`config.mk`:
```
export PLATFORM = sky130hd
export DESIGN_NAME = pieo_op_tracker_flat
export DESIGN_NICKNAME = d
export VERILOG_FILES = /design/src/rtl/pieo_op_tracker_if.sv /design/src/rtl/pieo_op_tracker.sv /design/src/flat_wrapper.sv
export SDC_FILE = /design/constraint.sdc
export NUM_CORES = 1
export LEC_CHECK = 0
export CORE_ASPECT_RATIO = 1.2
export CORE_UTILIZATION = 30
export CTS_CLUSTER_DIAMETER = 30
export DETAILED_ROUTE_END_ITERATION = 8
export GPL_ROUTABILITY_DRIVEN = 0
export GPL_TIMING_DRIVEN = 1
export PLACE_DENSITY = 0.53
export REMOVE_ABC_BUFFERS = 1
export SYNTH_ARGS = -nofsm -noshare
export SYNTH_HDL_FRONTEND = slang
export SYNTH_SLANG_ARGS = --single-unit
```
`constraint.sdc`:
```
create_clock -name clk -period 2.8 [get_ports clk]
set_clock_uncertainty 0.1 [all_clocks]
set_input_delay 0.84 -clock clk [delete_from_list [all_inputs] [get_ports clk]]
set_output_delay 0.84 -clock clk [all_outputs]
set_load 0.01 [all_outputs]
```
`src/rtl/pieo_op_tracker_if.sv`:
```
// pieo_op_tracker_if: trigger/valid request bus plus ready, count and sticky flag outputs of the tracker.
interface pieo_op_tracker_if #(
    parameter int NUM_CH    = 2,
    parameter int CNT_WIDTH = 1
);
    logic [NUM_CH-1:0]           trigger;
    logic [NUM_CH-1:0]           valid;
    logic                        err_clr;
    logic                        ready;
    logic [NUM_CH-1:0]           ch_ready;
    logic [NUM_CH-1:0]           ch_idle;
    logic [NUM_CH*CNT_WIDTH-1:0] count_out;
    logic [NUM_CH-1:0]           timeout_flag;
    logic [NUM_CH-1:0]           overflow_flag;
    logic [NUM_CH-1:0]           spurious_flag;

    modport master (
        output trigger, valid, err_clr,
        input  ready, ch_ready, ch_idle, count_out, timeout_flag, overflow_flag, spurious_flag
    );
    modport slave (
        input  trigger, valid, err_clr,
        output ready, ch_ready, ch_idle, count_out, timeout_flag, overflow_flag, spurious_flag
    );
endinterface

```
`src/rtl/pieo_op_tracker.sv`:
```
// pieo_op_tracker: per-channel outstanding-op counters with ready decode, completion watchdog and sticky error flags.
module pieo_op_tracker #(
    parameter int NUM_CH          = 2,
    parameter int MAX_OUTSTANDING = 1,
    parameter int CNT_WIDTH       = $clog2(MAX_OUTSTANDING + 1),
    parameter int READY_MODE      = 0,
    parameter int TIMEOUT_CYCLES  = 1024,
    parameter int TO_WIDTH        = $clog2(TIMEOUT_CYCLES + 1),
    parameter int TIMEOUT_FLUSH   = 1
) (
    input logic              clk,
    input logic              rst_n,
    pieo_op_tracker_if.slave bus
);
    localparam int WDW = (TO_WIDTH > 0) ? TO_WIDTH : 1;
    localparam logic [CNT_WIDTH-1:0] CNT_MAX = CNT_WIDTH'(MAX_OUTSTANDING);
    localparam logic [WDW-1:0] WD_LAST = WDW'((TIMEOUT_CYCLES > 0) ? TIMEOUT_CYCLES - 1 : 0);
    localparam bit WD_EN = TIMEOUT_CYCLES > 0;
    localparam bit FLUSH = TIMEOUT_FLUSH != 0;

    logic [NUM_CH-1:0][CNT_WIDTH-1:0] cnt_q, cnt_d;
    logic [NUM_CH-1:0][WDW-1:0]       wd_q, wd_d;
    logic [NUM_CH-1:0] to_q, to_d, ov_q, ov_d, sp_q, sp_d;
    logic [NUM_CH-1:0] trig_ok, val_ok, wd_clr, expire, ch_rdy, ch_idl;

    always_comb begin
        trig_ok = '0;
        val_ok  = '0;
        wd_clr  = '0;
        expire  = '0;
        cnt_d   = cnt_q;
        wd_d    = wd_q;
        for (int i = 0; i < NUM_CH; i++) begin
            trig_ok[i] = bus.trigger[i] && (cnt_q[i] < CNT_MAX);
            val_ok[i]  = bus.valid[i] && (cnt_q[i] != '0);
            wd_clr[i]  = (cnt_q[i] == '0) || val_ok[i];
            // a completion on the expiry cycle wins over the timeout
            expire[i]  = WD_EN && !wd_clr[i] && (wd_q[i] == WD_LAST);
            wd_d[i]    = (!WD_EN || wd_clr[i] || expire[i]) ? '0 : wd_q[i] + 1'b1;
            cnt_d[i]   = (expire[i] && FLUSH)       ? '0 :
                         (trig_ok[i] && !val_ok[i]) ? cnt_q[i] + 1'b1 :
                         (val_ok[i] && !trig_ok[i]) ? cnt_q[i] - 1'b1 : cnt_q[i];
        end
        to_d = (to_q & ~{NUM_CH{bus.err_clr}}) | expire;
        ov_d = (ov_q & ~{NUM_CH{bus.err_clr}}) | (bus.trigger & ~trig_ok);
        sp_d = (sp_q & ~{NUM_CH{bus.err_clr}}) | (bus.valid & ~val_ok);
    end

    always_ff @(posedge clk or negedge rst_n) begin
        if (!rst_n) begin
            cnt_q <= '0;
            wd_q  <= '0;
            to_q  <= '0;
            ov_q  <= '0;
            sp_q  <= '0;
        end else begin
            cnt_q <= cnt_d;
            wd_q  <= wd_d;
            to_q  <= to_d;
            ov_q  <= ov_d;
            sp_q  <= sp_d;
        end
    end

    always_comb begin
        ch_rdy = '0;
        ch_idl = '0;
        for (int i = 0; i < NUM_CH; i++) begin
            ch_rdy[i] = cnt_q[i] < CNT_MAX;
            ch_idl[i] = cnt_q[i] == '0;
        end
    end

    assign bus.ch_ready      = ch_rdy;
    assign bus.ch_idle       = ch_idl;
    assign bus.ready         = (READY_MODE != 0) ? &ch_rdy : &ch_idl;
    assign bus.count_out     = cnt_q;
    assign bus.timeout_flag  = to_q;
    assign bus.overflow_flag = ov_q;
    assign bus.spurious_flag = sp_q;
endmodule
```
`src/flat_wrapper.sv`:
```
// flat-port wrapper written by rule: the top's interface ports become plain ports
module pieo_op_tracker_flat 
#(
    parameter int NUM_CH          = 2,
    parameter int MAX_OUTSTANDING = 1,
    parameter int CNT_WIDTH       = $clog2(MAX_OUTSTANDING + 1),
    parameter int READY_MODE      = 0,
    parameter int TIMEOUT_CYCLES  = 1024,
    parameter int TO_WIDTH        = $clog2(TIMEOUT_CYCLES + 1),
    parameter int TIMEOUT_FLUSH   = 1
)
  (clk, rst_n, bus_trigger, bus_valid, bus_err_clr, bus_ready, bus_ch_ready, bus_ch_idle, bus_count_out, bus_timeout_flag, bus_overflow_flag, bus_spurious_flag);
  pieo_op_tracker_if #(.NUM_CH(NUM_CH), .CNT_WIDTH(CNT_WIDTH)) bus_i ();
  input logic clk;
  input logic rst_n;
  input wire logic [$bits(bus_i.trigger)-1:0] bus_trigger;
  input wire logic [$bits(bus_i.valid)-1:0] bus_valid;
  input wire logic [$bits(bus_i.err_clr)-1:0] bus_err_clr;
  output wire logic [$bits(bus_i.ready)-1:0] bus_ready;
  output wire logic [$bits(bus_i.ch_ready)-1:0] bus_ch_ready;
  output wire logic [$bits(bus_i.ch_idle)-1:0] bus_ch_idle;
  output wire logic [$bits(bus_i.count_out)-1:0] bus_count_out;
  output wire logic [$bits(bus_i.timeout_flag)-1:0] bus_timeout_flag;
  output wire logic [$bits(bus_i.overflow_flag)-1:0] bus_overflow_flag;
  output wire logic [$bits(bus_i.spurious_flag)-1:0] bus_spurious_flag;
  assign bus_i.trigger = bus_trigger;
  assign bus_i.valid = bus_valid;
  assign bus_i.err_clr = bus_err_clr;
  assign bus_ready = bus_i.ready;
  assign bus_ch_ready = bus_i.ch_ready;
  assign bus_ch_idle = bus_i.ch_idle;
  assign bus_count_out = bus_i.count_out;
  assign bus_timeout_flag = bus_i.timeout_flag;
  assign bus_overflow_flag = bus_i.overflow_flag;
  assign bus_spurious_flag = bus_i.spurious_flag;
  pieo_op_tracker #(.NUM_CH(NUM_CH), .MAX_OUTSTANDING(MAX_OUTSTANDING), .CNT_WIDTH(CNT_WIDTH), .READY_MODE(READY_MODE), .TIMEOUT_CYCLES(TIMEOUT_CYCLES), .TO_WIDTH(TO_WIDTH), .TIMEOUT_FLUSH(TIMEOUT_FLUSH)) u_core (.clk(clk), .rst_n(rst_n), .bus(bus_i));
endmodule
```
==> impl_summary.log, run 1 <==
INFO  metric report.final.slew_viol_count = 0
INFO  metric cts_hold_buf = 0
INFO  metric track_usage = 12.1%
INFO  metric cts_repair_resize_count = 0
INFO  metric num_rows = 26
INFO  metric setup-tns-final = 0 ps
INFO  metric die-area = 4890 µm²
INFO  metric final.min_clock_period = 2340 ps
INFO  metric number_of_global_route_vias_before_repair = 1,025
INFO  metric power_switching_share = 23.8%
INFO  metric mostFrequentLayoutCell = sky130_fd_sc_hd__dfrtp_1
INFO  metric number_of_diodes_added_for_antenna_fixing = 0
INFO  metric initial_utilization = 31.8%
INFO  metric hold_path.class = flip-flop to flip-flop
INFO  metric cp.arrival = 1400 ps
INFO  metric detailed_place_hpwl = 1.92 mm
INFO  metric cts_made_buffers = 5
INFO  metric core = 4360 µm²
INFO  metric synth_sequential_area_ratio = 54.2%
INFO  metric power.clock.fraction = 36.9%
INFO  metric synthDistinctLibCells = 28
INFO  metric power.ir.vdd_worst = 0.236 mV
INFO  metric quantity_of_i_o_buffers_inserted_on_ports = 19
INFO  metric firstDrtPassIters = 4
INFO  metric globalRouteOverflowTotal = 0
INFO  metric power_leakage = 0.000692 µW
INFO  metric power_density = 545 nW/µm²
INFO  metric worst_ep_required_time = 1860 ps
INFO  metric floorplan_die_width = 64.0 µm
INFO  metric power.switching = 224 µW
INFO  metric combPwrFrac = 13.3%
INFO  metric yosys_register_bits = 30
INFO  metric synth_area = 1390 µm²
INFO  metric global_route_wire_length_before_repair = 4.57 mm
INFO  metric clk_transition_reported_paths = 60 ps
INFO  metric yosysWarnings = 0
INFO  metric num-fill-cells = 436
INFO  metric met3_wirelength = 100 µm
INFO  metric setup_viol = 0
INFO  metric setup.worst_path.start_class = flip-flop
INFO  metric seq_power_share = 49.8%
INFO  metric run_status = completed
INFO  metric clock_sinks = 30
INFO  metric area_growth_syn_to_layout = 24.8%
INFO  metric detailroute.via_count = 1,026
INFO  metric dieHeight = 76.4 µm
INFO  metric clock_insertion_delay_at_the_later_pin_of_the_skew_report = 280 ps
INFO  metric htreeDepth = 2
INFO  metric slew_headroom = 58.0%
INFO  metric final-hold-violation-count = 0
INFO  metric routed_wl = 2.65 mm
INFO  metric cp-end-kind = primary output
INFO  metric worstMarginPinSlew = 628 ps
INFO  metric drt_iter0_drc = 49
INFO  metric routed_wire_length_per_instance = 12.7 µm
INFO  metric commonest_cells_after_routing_fill_and_taps_aside = sky130_fd_sc_hd__dfrtp_1, sky130_fd_sc_hd__clkdlybuf4s50_1, sky130_fd_sc_hd__inv_1, sky130_fd_sc_hd__nor2_1, sky130_fd_sc_hd__a21oi_1
INFO  metric highest_metal_layer_with_signal_wires = met4
INFO  metric internal_power = 717 µW
INFO  metric holdCritStartpoint = u_core.wd_q[11]
INFO  metric ioPinCount = 20
INFO  metric rsz0062_at_grt = false
INFO  metric fin_nets = 161
INFO  metric timing.critical_path.from = u_core.bus.count_out[0]
INFO  metric postCtsSetupRepairBufs = 0
INFO  metric viasPerCell = 4.91
INFO  metric cp_max_fo = 7
INFO  metric cts_root_buf = sky130_fd_sc_hd__clkbuf_8
INFO  metric synthesized_area_divided_by_synthesized_cell_count = 10.9 µm²
INFO  metric routed-wl-met2 = 1.35 mm
INFO  metric timing.max_cap.violations = 0
INFO  metric postLayoutCoreUtil = 39.7%
INFO  metric min_period_over_period = 83.4%
INFO  metric route.detailed.drc = 0
INFO  metric met1_length = 1.17 mm
INFO  metric gate_count_of_the_mapped_netlist = 127
INFO  metric clockBufferDepth = 2
INFO  metric crit-reg2reg-launch = u_core.wd_q[0]
INFO  metric maxClockFrequency = 428 MHz
INFO  metric postRouteAntennaNets = 0
INFO  metric cts_tree = done
INFO  metric antenna_found_initial = 0
INFO  metric final_layout_size_suffix_gt1_share = 9.80%
INFO  metric grt_max_degree = 31
INFO  metric critPathKind = flip-flop to primary output
[registers in the layout, summed over array words and instances, names as in the netlist]
register	cells
u_core.wd_q	22
u_core.bus.count_out	2
u_core.bus.overflow_flag	2
u_core.bus.spurious_flag	2
u_core.bus.timeout_flag	2
[per-layer routing]
layer  vias up  track usage (%)
li1        505                -
met1       502             13.9
met2        15             20.5
met3         4             4.19
met4         0             4.09
met5         -                0
[final cells by class]
type | instances | area [µm²] | area share, %
repair buffers | 20 | 198 | 11.4
well taps | 56 | 70.1 | 4.05
flip-flops and latches | 30 | 751 | 43.4
clock inverters | 1 | 5.00 | 0.289
inverters | 11 | 41.3 | 2.39
clock buffers | 7 | 86.3 | 4.99
multi-input cells | 84 | 578 | 33.4
[synthesized netlist by cell type]
cell                       count  share of area (%)
sky130_fd_sc_hd__dfrtp_1      30                 54
sky130_fd_sc_hd__inv_1        11                3.0
sky130_fd_sc_hd__nor2_1       11                3.0
sky130_fd_sc_hd__a21oi_1      10                3.6
sky130_fd_sc_hd__nand2_1       6                1.6
sky130_fd_sc_hd__or3_1         6                2.7
sky130_fd_sc_hd__nand3_1       5                1.8
sky130_fd_sc_hd__o21ai_0       5                1.8
sky130_fd_sc_hd__o31ai_1       5                2.7
sky130_fd_sc_hd__or4_1         5                2.7
sky130_fd_sc_hd__a22o_1        4                2.5
sky130_fd_sc_hd__xor2_1        4                2.5
sky130_fd_sc_hd__nand4_1       3                1.4
sky130_fd_sc_hd__buf_4         2                1.1
sky130_fd_sc_hd__ha_1          2                1.8
sky130_fd_sc_hd__nand2b_1      2               0.90
sky130_fd_sc_hd__nor2b_1       2               0.90
sky130_fd_sc_hd__nor3_1        2               0.72
sky130_fd_sc_hd__o41ai_4       2                4.0
sky130_fd_sc_hd__xnor2_1       2                1.3
sky130_fd_sc_hd__a32o_1        1               0.72
sky130_fd_sc_hd__and3_2        1               0.54
sky130_fd_sc_hd__nand3_2       1               0.72
sky130_fd_sc_hd__nand3_4       1                1.3
sky130_fd_sc_hd__nand4_2       1               0.90
sky130_fd_sc_hd__o21ai_1       1               0.36
sky130_fd_sc_hd__o21ai_2       1               0.63
sky130_fd_sc_hd__o32ai_1       1               0.63
[per-stage QoR]
step           std cells  cell area (µm²)  setup WS [ps]  hold WS [ps]  power, µW
3_5_place_dp         201             1640            681           378        604
4_1_cts              209             1730            440           387        961
6_report             209             1730            465           384        942
2_1_floorplan        125             1370           1210           352        525
3_3_place_gp         201             1640            740           371        603
5_1_grt              209             1730            376           425        990
[logic make-up after synthesis]
group	Yosys count	synth area share, %
AND/OR/NAND/NOR	46	19.2
AO/OA/AOI/OAI	30	17.0
flip-flops	30	54.2
buffers and inverters	13	4.06
XOR/XNOR	6	3.79
adder cells (fa/ha/maj)	2	1.81
[worst max-delay path: stages (launching register included)]
cell	delay (ps)
sky130_fd_sc_hd__dfrtp_1	450
sky130_fd_sc_hd__inv_1	120
sky130_fd_sc_hd__clkdlybuf4s50_1	550
[power by group through the flow]
stage	logic [µW]	clock network, µW	registers [µW]
3_5_place_dp	127	0	476
5_1_grt	137	381	472
6_report	125	348	469
3_3_place_gp	127	0	476
2_1_floorplan	45.4	0	480
4_1_cts	128	364	468
[worst paths after layout]
check / to / slack, ps / depth (start not counted)
max: bus_ch_idle[0] / 460 / 2
min: u_core.wd_q[11] / 380 / 1
max reg2reg: u_core.wd_q[6] / 940 / 4
min reg2reg: u_core.wd_q[11] / 380 / 1
max in group asynchronous: u_core.wd_q[12] / 1470 / 2
min in group asynchronous: u_core.wd_q[6] / 850 / 2
Power figures use the tool's default switching activity.
==> run 2: changes to the inputs <==
==> constraint.sdc (replaced) <==
create_clock -name clk -period 2.4 [get_ports clk]
set_clock_uncertainty 0.1 [all_clocks]
set_input_delay 0.72 -clock clk [delete_from_list [all_inputs] [get_ports clk]]
set_output_delay 0.72 -clock clk [all_outputs]
set_load 0.01 [all_outputs]
==> run 2 against run 1 <==
  * Global-route usage up 0.14 points
  * Largest cell class unchanged
  * Register-to-register slack worse by 430 ps
  * First-iteration DRC count down 14%
  * Clock power up 17%
  * Wire length down 1.5%
  * Worst setup slack worse by 290 ps
  * Final area unchanged
  * Utilization unchanged
  * Die area unchanged
==> impl_summary.log, run 2 (same netlist as run 1, synthesis figures left out) <==
INFO  metric run_status = completed
INFO  metric cp.arrival = 1400 ps (about the same)
INFO  metric crit_path_cell_trace = inv_1 > clkdlybuf4s50_1
INFO  metric cts_tree = done
INFO  metric route.detailed.drc = 0 (unchanged)
INFO  metric number_of_diodes_added_for_antenna_fixing = 0 (unchanged)
INFO  metric setup-tns-final = 0 ps (unchanged)
INFO  metric power_leakage = 0.000692 µW (unchanged)
INFO  metric met3_wirelength = 95 µm (-5.0%)
INFO  metric power_density = 636 nW/µm² (+17%)
INFO  metric met1_length = 1.12 mm (-4.0%)
INFO  metric max_stage_delay = 550 ps (about the same)
INFO  metric report.final.slew_viol_count = 0 (unchanged)
INFO  metric mostFrequentLayoutCell = sky130_fd_sc_hd__dfrtp_1
INFO  metric track_usage = 12.2% (+0.14 points)
INFO  metric routed_wire_length_per_instance = 12.5 µm (-1.5%)
INFO  metric num_rows = 26 (unchanged)
INFO  metric final.min_clock_period = 2220 ps
INFO  metric area_growth_syn_to_layout = 24.8% (unchanged)
INFO  metric highest_metal_layer_with_signal_wires = met4
INFO  metric grt_max_degree = 31 (unchanged)
INFO  metric critPathKind = flip-flop to primary output
INFO  metric antenna_found_initial = 0 (unchanged)
INFO  metric cts_repair_resize_count = 0 (unchanged)
INFO  metric globalRouteOverflowTotal = 0 (unchanged)
INFO  metric postRouteAntennaNets = 0 (unchanged)
INFO  metric maxClockFrequency = 450 MHz
INFO  metric worst_path_max_delay_cell = sky130_fd_sc_hd__clkdlybuf4s50_1
INFO  metric routed_wl = 2.61 mm (-1.5%)
INFO  metric postLayoutCoreUtil = 39.7% (unchanged)
INFO  metric clk_transition_reported_paths = 60 ps (about the same)
INFO  metric cp-end-kind = primary output
INFO  metric die-area = 4890 µm² (unchanged)
INFO  metric cp_max_fo = 7 (unchanged)
INFO  metric holdCritStartpoint = u_core.wd_q[11]
INFO  metric fin_nets = 161 (unchanged)
INFO  metric crit-reg2reg-launch = u_core.wd_q[0]
INFO  metric cts_hold_buf = 0 (unchanged)
INFO  metric timing.max_cap.violations = 0 (unchanged)
INFO  metric worst_ep_required_time = 1580 ps (-280 ps)
INFO  metric slew_headroom = 56.0% (-2.0 points)
INFO  metric commonest_cells_after_routing_fill_and_taps_aside = sky130_fd_sc_hd__dfrtp_1, sky130_fd_sc_hd__clkdlybuf4s50_1, sky130_fd_sc_hd__inv_1, sky130_fd_sc_hd__nor2_1, sky130_fd_sc_hd__a21oi_1
INFO  metric hold_path.class = flip-flop to flip-flop
INFO  metric core = 4360 µm² (unchanged)
INFO  metric detailed_place_hpwl = 1.85 mm (-3.6%)
INFO  metric regToRegEndpoint = u_core.wd_q[6]
INFO  metric clock_insertion_delay_at_the_later_pin_of_the_skew_report = 280 ps (about the same)
INFO  metric dieHeight = 76.4 µm (unchanged)
INFO  metric holdWs = 386 ps (+2.30 ps)
INFO  metric regMostFlops = u_core.wd_q
INFO  metric power.total = 1100 µW (+17%)
INFO  metric largest_register_ff_count = 22 (unchanged)
INFO  metric rsz0062_at_grt = false
INFO  metric r2r_slack = 510 ps (-430 ps)
INFO  metric worstRegToRegCells = 4 (unchanged)
INFO  metric setup.worst_path.start_class = flip-flop
INFO  metric min_delay_path_depth = 1 (unchanged)
INFO  metric final-hold-violation-count = 0 (unchanged)
INFO  metric hold-path-endpoint = u_core.wd_q[11]
INFO  metric htreeDepth = 2 (unchanged)
INFO  metric ioPinCount = 20 (unchanged)
INFO  metric setup_viol = 0 (unchanged)
INFO  metric final_layout_size_suffix_gt1_share = 9.80% (unchanged)
INFO  metric viasPerCell = 4.94 (+0.68%)
INFO  metric quantity_of_i_o_buffers_inserted_on_ports = 19 (unchanged)
INFO  metric floorplan_die_width = 64.0 µm (unchanged)
INFO  metric postCtsSetupRepairBufs = 0 (unchanged)
INFO  metric detailroute.via_count = 1,033 (+0.68%)
INFO  metric cts_root_buf = sky130_fd_sc_hd__clkbuf_8
INFO  metric power.ir.vdd_worst = 0.406 mV (+72%)
INFO  metric firstDrtPassIters = 4 (unchanged)
INFO  metric number_of_global_route_vias_before_repair = 1,018 (-0.68%)
INFO  metric global_route_wire_length_before_repair = 4.58 mm (+0.31%)
INFO  metric min_period_over_period = 92.6%
INFO  metric clock_sinks = 30 (unchanged)
INFO  metric cts_made_buffers = 5 (unchanged)
INFO  metric drt_iter0_drc = 42 (-14%)
INFO  metric worstMarginPinSlew = 658 ps (+30.2 ps)
INFO  metric initial_utilization = 31.8% (unchanged)
INFO  metric routed-wl-met2 = 1.35 mm (-0.52%)
INFO  metric clockBufferDepth = 2 (unchanged)
[run 2: layout make-up]
class                   instances  area [µm²]
fillers                       435        2630
flip-flops and latches         30         751
multi-input cells              84         578
repair buffers                 20         198
clock buffers                   7        86.3
well taps                      56        70.1
inverters                      11        41.3
clock inverters                 1        5.00
[run 2: report_power, final]
group,leakage (µW),total (µW),switching [µW],internal [µW]
registers,0.000406,547,20.0,526
clock network,0.0000482,407,176,231
logic,0.000238,146,66.0,79.8
[run 2: layer usage]
metal  vias to the layer above  global-route usage [%]
met5                         -                       0
met4                         0                    5.45
met3                         5                    4.64
met2                        15                    19.8
met1                       506                    14.2
li1                        507                       -
[run 2: worst max path at each step]
stage                                       start              to  cells after the start
final                     u_core.bus.count_out[0]  bus_ch_idle[0]                      2
after global routing      u_core.bus.count_out[0]       bus_ready                      2
after CTS                 u_core.bus.count_out[0]  bus_ch_idle[0]                      2
after detailed placement             bus_valid[0]  u_core.wd_q[6]                      4
after global placement               bus_valid[0]  u_core.wd_q[7]                      4
after floorplan                    u_core.wd_q[0]  u_core.wd_q[2]                      4
[run 2: through the flow]
stage | area (µm²) | cells | setup WS, ps
floorplan | 1370 | 125 | 810
global placement | 1640 | 201 | 460
detailed placement | 1640 | 201 | 398
CTS | 1730 | 209 | 154
global route | 1730 | 209 | 99.0
finish | 1730 | 209 | 177
[run 2: critical path, delay by kind of cell, from the launching register on]
kind / cells / cell delay, ps
DFF: 1 / 450
buffers and inverters: 2 / 680
==> RTL edit 1 (config.mk and constraints of run 2) <==
`NUM_CH` is set to 2 in 3 places; all go to 4.
--- a/src/rtl/pieo_op_tracker_if.sv
+++ b/src/rtl/pieo_op_tracker_if.sv
@@ -1,6 +1,6 @@
 // pieo_op_tracker_if: trigger/valid request bus plus ready, count and sticky flag outputs of the tracker.
 interface pieo_op_tracker_if #(
-    parameter int NUM_CH    = 2,
+    parameter int NUM_CH    = 4,
     parameter int CNT_WIDTH = 1
 );
     logic [NUM_CH-1:0]           trigger;
--- a/src/rtl/pieo_op_tracker.sv
+++ b/src/rtl/pieo_op_tracker.sv
@@ -1,6 +1,6 @@
 // pieo_op_tracker: per-channel outstanding-op counters with ready decode, completion watchdog and sticky error flags.
 module pieo_op_tracker #(
-    parameter int NUM_CH          = 2,
+    parameter int NUM_CH          = 4,
     parameter int MAX_OUTSTANDING = 1,
     parameter int CNT_WIDTH       = $clog2(MAX_OUTSTANDING + 1),
     parameter int READY_MODE      = 0,
--- a/src/flat_wrapper.sv
+++ b/src/flat_wrapper.sv
@@ -1,7 +1,7 @@
 // flat-port wrapper written by rule: the top's interface ports become plain ports
 module pieo_op_tracker_flat 
 #(
-    parameter int NUM_CH          = 2,
+    parameter int NUM_CH          = 4,
     parameter int MAX_OUTSTANDING = 1,
     parameter int CNT_WIDTH       = $clog2(MAX_OUTSTANDING + 1),
     parameter int READY_MODE      = 0,
Interface: changed (8 resized); port bits go from 20 to 36. The function was not compared with the original's and may differ.
==> RTL edit 1 against run 2 <==
- highest routed layer unchanged
- wire length up 120%
- total power is 100% higher
- largest power group unchanged
- cell area up 99%
- area after synthesis rose by 98%
- worst setup slack got worse by 92 ps
- largest cell class unchanged
- sequential cell count increased by 30
- global-route usage increased by 1.4 points
- non-clock buffer count increased by 20
==> RTL edit 1: results <==
[final_layout]
diodes = 0
largest_register = "u_core.wd_q"
drive_gt1_share_pct = 9.43
largest_register_ff_count = 44
nNetsFinal = 307

[global_routing]
grt_antenna_before_repair = 0
track_usage_pct = 13.7
grt_pass1_wl_um = 9830
grt_pass1_vias = 2036
grt_max_degree = 61

[clock_network]
path_clk_slew_ps = 70
clockBufferDepth = 2
cts-root-buf = "clkbuf_8"
postCtsSetupBuffers = 0
cts_buffers = 9
htree_num_levels = 3
clk_latency_ps = 330

[critical_path]
r2r_end = "u_core.bus.count_out[1]"
r2r_slack_ps = 470
cpLargestDelayFamily = "buffers and inverters"
endpoint = "bus_ch_idle[2]"
reg2reg_from = "u_core.wd_q[11]"
rr_worst_depth = 4
path_max_fanout = 6
cp_slowest_cell = "clkdlybuf4s50_1"
crit_start = "u_core.bus.count_out[2]"
max_stage_delay_ps = 540

[synthesis]
synth_flop_cell = "dfrtp_1"
synth.distinct_cells = 33
synthTopCellsByCount = "dfrtp_1 (60), nand2_1 (18), inv_1 (13)"
synthTopCellsByArea = "dfrtp_1 (55%), o31ai_1 (3.3%), or4_1 (3.3%)"
synth-seq-area-share_pct = 54.8
async_reset_ff_share_pct = 100
yosysWarnings = 0

[run_status]
status = "finished, final reports clean"

[route]
dr.first_iter.drc_count = 87
wl_per_cell_um = 13.9
first_pass_iters = 4
via_count = 2064

[placement]
dpl.hpwl_um = 3820
dp_worst_setup_slack_ps = 266
port_buffers = 35
place_area_mm2 = 0.00324

[timing]
fin_crit_sh_pct = 96.4
tightest_slew_ps = 618

[power]
peakVddDrop_mv = 0.314
p_leak_nw = 1.35

[worst_hold_path]
hold_class = "primary input to asynchronous set/reset pin"
[RTL edit 1: cell count changes in the layout (fill, tap and decap cells not counted), sizes merged, moves of 5 or more]
cell           delta
a211oi            +8
buf               +5
clkbuf            +5
clkdlybuf4s50    +10
dfrtp            +30
nand2            +12
nand3             +5
nor3              +5
o31ai             +7
or3               +5
or4               +7
[RTL edit 1: worst min path at each step]
stage | from | end | cells past startpoint
2_1_floorplan | rst_n | u_core.bus.count_out[0] | 0
3_3_place_gp | u_core.wd_q[22] | u_core.wd_q[22] | 1
3_5_place_dp | u_core.wd_q[22] | u_core.wd_q[22] | 1
4_1_cts | rst_n | u_core.wd_q[39] | 2
5_1_grt | rst_n | u_core.wd_q[39] | 2
6_report | rst_n | u_core.wd_q[39] | 2
[RTL edit 1: metal layers]
metal / vias to the layer above / GRT usage (%) / part of all wire, %
li1: 1016 / - / -
met1: 1002 / 18.9 / 50
met2: 39 / 20.5 / 45
met3: 7 / 2.16 / 3.5
met4: 0 / 7.14 / 1.9
met5: - / 0 / 0
[RTL edit 1: what timing repair did]
action / in CTS / in global routing
endpoints found under the hold margin: 0 / 0
setup endpoints to repair: 3 / 2
gates resized for setup: 4 / 2
hold buffers: 0 / 0
[RTL edit 1: area by class of cell]
type	instances	area [um^2]
fillers	893	5270
flip-flops and latches	60	1500
multi-input cells	167	1150
repair buffers	40	397
well taps	117	146
clock buffers	12	135
inverters	14	52.6
clock inverters	4	50.0
[RTL edit 1: where the power goes]
group	switching, mW	internal [mW]
registers	0.0332	1.05
clock network	0.396	0.479
logic	0.143	0.148
total	0.572	1.68
[RTL edit 1: logic make-up (layout without fill, tap and decap cells)]
group | Yosys count | count (layout) | synth area share (%)
buffers and inverters | 20 | 70 | 3.29
xor gates and xnor gates | 12 | 12 | 3.84
AOI/OAI and AO/OA | 58 | 58 | 16.0
and+or+nand+nor | 93 | 93 | 20.2
adders and majority gates | 4 | 4 | 1.83
DFF | 60 | 60 | 54.8
[RTL edit 1: per-stage QoR]
| step | power [mW] | util [%] | hold WS (ps) | cells |
|---|---|---|---|---|
| 4_1_cts | 2.28 | 39.4 | 291 | 414 |
| 3_5_place_dp | 1.40 | 37.3 | 383 | 398 |
| 3_3_place_gp | 1.40 | 37.3 | 381 | 398 |
| 2_1_floorplan | 1.21 | - | 324 | 241 |
| 5_1_grt | 2.35 | 39.5 | 304 | 414 |
| 6_report | 2.25 | 39.5 | 280 | 414 |
==> RTL edit 2 (config.mk and constraints of run 2) <==
Made on the original files. Take the reset off `wd_q` and load it in a clocked block of its own.
--- a/src/rtl/pieo_op_tracker.sv
+++ b/src/rtl/pieo_op_tracker.sv
@@ -49,17 +49,19 @@
     always_ff @(posedge clk or negedge rst_n) begin
         if (!rst_n) begin
             cnt_q <= '0;
-            wd_q  <= '0;
             to_q  <= '0;
             ov_q  <= '0;
             sp_q  <= '0;
         end else begin
             cnt_q <= cnt_d;
-            wd_q  <= wd_d;
             to_q  <= to_d;
             ov_q  <= ov_d;
             sp_q  <= sp_d;
         end
+    end
+
+    always_ff @(posedge clk) begin
+        wd_q <= wd_d;
     end
 
     always_comb begin
Function: no difference found for any inputs over 10 cycles, from zero or initial values and one cycle with rst_n low; that may be too few to reach the edited logic, so the function may still have changed.
==> RTL edit 2 against run 2 <==
- die area shrank 7.2%
- combinational power is 11% lower
- synthesized cell count shrank 3.1%
- worst setup slack better by 4.1 ps
- cell area is 5.6% lower
- sequential cell count did not move
- total power rose by 4.0%
- global-route usage up 1.8 points
- wire length rose by 2.6%
- area after synthesis fell by 7.4%
- critical path type unchanged
- largest power group unchanged
==> RTL edit 2: results <==
[run_status]
status = "finished, final reports clean"

[placement]
dp.cells = 193
dpl.hpwl_um = 1980
dp_worst_setup_slack_ps = 386

[power]
peakVddDrop_mv = 0.399
p_leak_nw = 0.550
p_seq_share_pct = 47.2

[final_layout]
clockBufferCount = 8
multi_input_area_share_pct = 36.6
nFillCells = 438
non_clock_inverter_count = 7
multi_input_cells = 83
buffer_area_share_pct = 11.7
seqCellArea_um2 = 641
nNetsFinal = 155
drive_gt1_share_pct = 10.2

[synthesis]
async_reset_ff_share_pct = 26.7
synth.distinct_cells = 35
synth-seq-area-share_pct = 50.0
synthTopCellsByArea = "dfxtp_1 (34%), dfrtp_1 (16%), o31ai_1 (3.5%)"
netlist.area_leader.share_pct = 34.3
synthTopCellsByCount = "dfxtp_1 (22), dfrtp_1 (8), nand2_1 (8), inv_1 (7)"
synth_flop_cell = "dfxtp_1"
synthCells = 123

[global_routing]
grt_max_degree = 13
use_met2_pct = 24.3
track_usage_pct = 14.0
grt_pass1_wl_um = 4470
grt_pass1_vias = 978
grt_use_met1_pct = 14.4

[route]
drt-met1-wl_um = 1100
first_pass_iters = 2
via_per_inst = 5.06
dr.first_iter.drc_count = 35
wl_met3_um = 62
via_count = 1017
wl_met2_um = 1470

[worst_hold_path]
worstHoldEndpoint = "u_core.wd_q[11]"
hp-start = "u_core.wd_q[11]"

[critical_path]
reg2reg_from = "u_core.wd_q[11]"
r2r_end = "u_core.wd_q[12]"
path_max_fanout = 6
r2r_slack_ps = 620

[timing]
period_needed_ps = 2220
slew_headroom_pct = 62.5
## RTL edit 2: cell count changes in the layout (fill, tap and decap cells not counted), moves of 3 or more
cell	before	now
inv_1	11	7
nor2_1	11	5
a21oi_1	10	6
dfrtp_1	30	8
dfxtp_1	0	22
a211oi_1	0	3
## RTL edit 2: cell families (layout without fill, tap and decap cells)
kind of cell | after synthesis | after routing | share of synthesized area [%]
simple gates | 45 | 45 | 22.2
compound gates | 30 | 30 | 18.2
flops | 30 | 30 | 50.0
buf+inv | 10 | 34 | 3.51
xor+xnor | 6 | 6 | 4.10
fa+ha+maj | 2 | 2 | 1.95
## RTL edit 2: stage by stage
step	hold slack, ps	total power [mW]	cell area [um^2]	util, %
2_1_floorplan	324	0.600	1260	-
6_report	358	1.14	1630	40.8
5_1_grt	411	1.21	1630	40.8
3_3_place_gp	344	0.680	1520	38.0
4_1_cts	363	1.16	1630	40.8
3_5_place_dp	349	0.682	1520	38.0
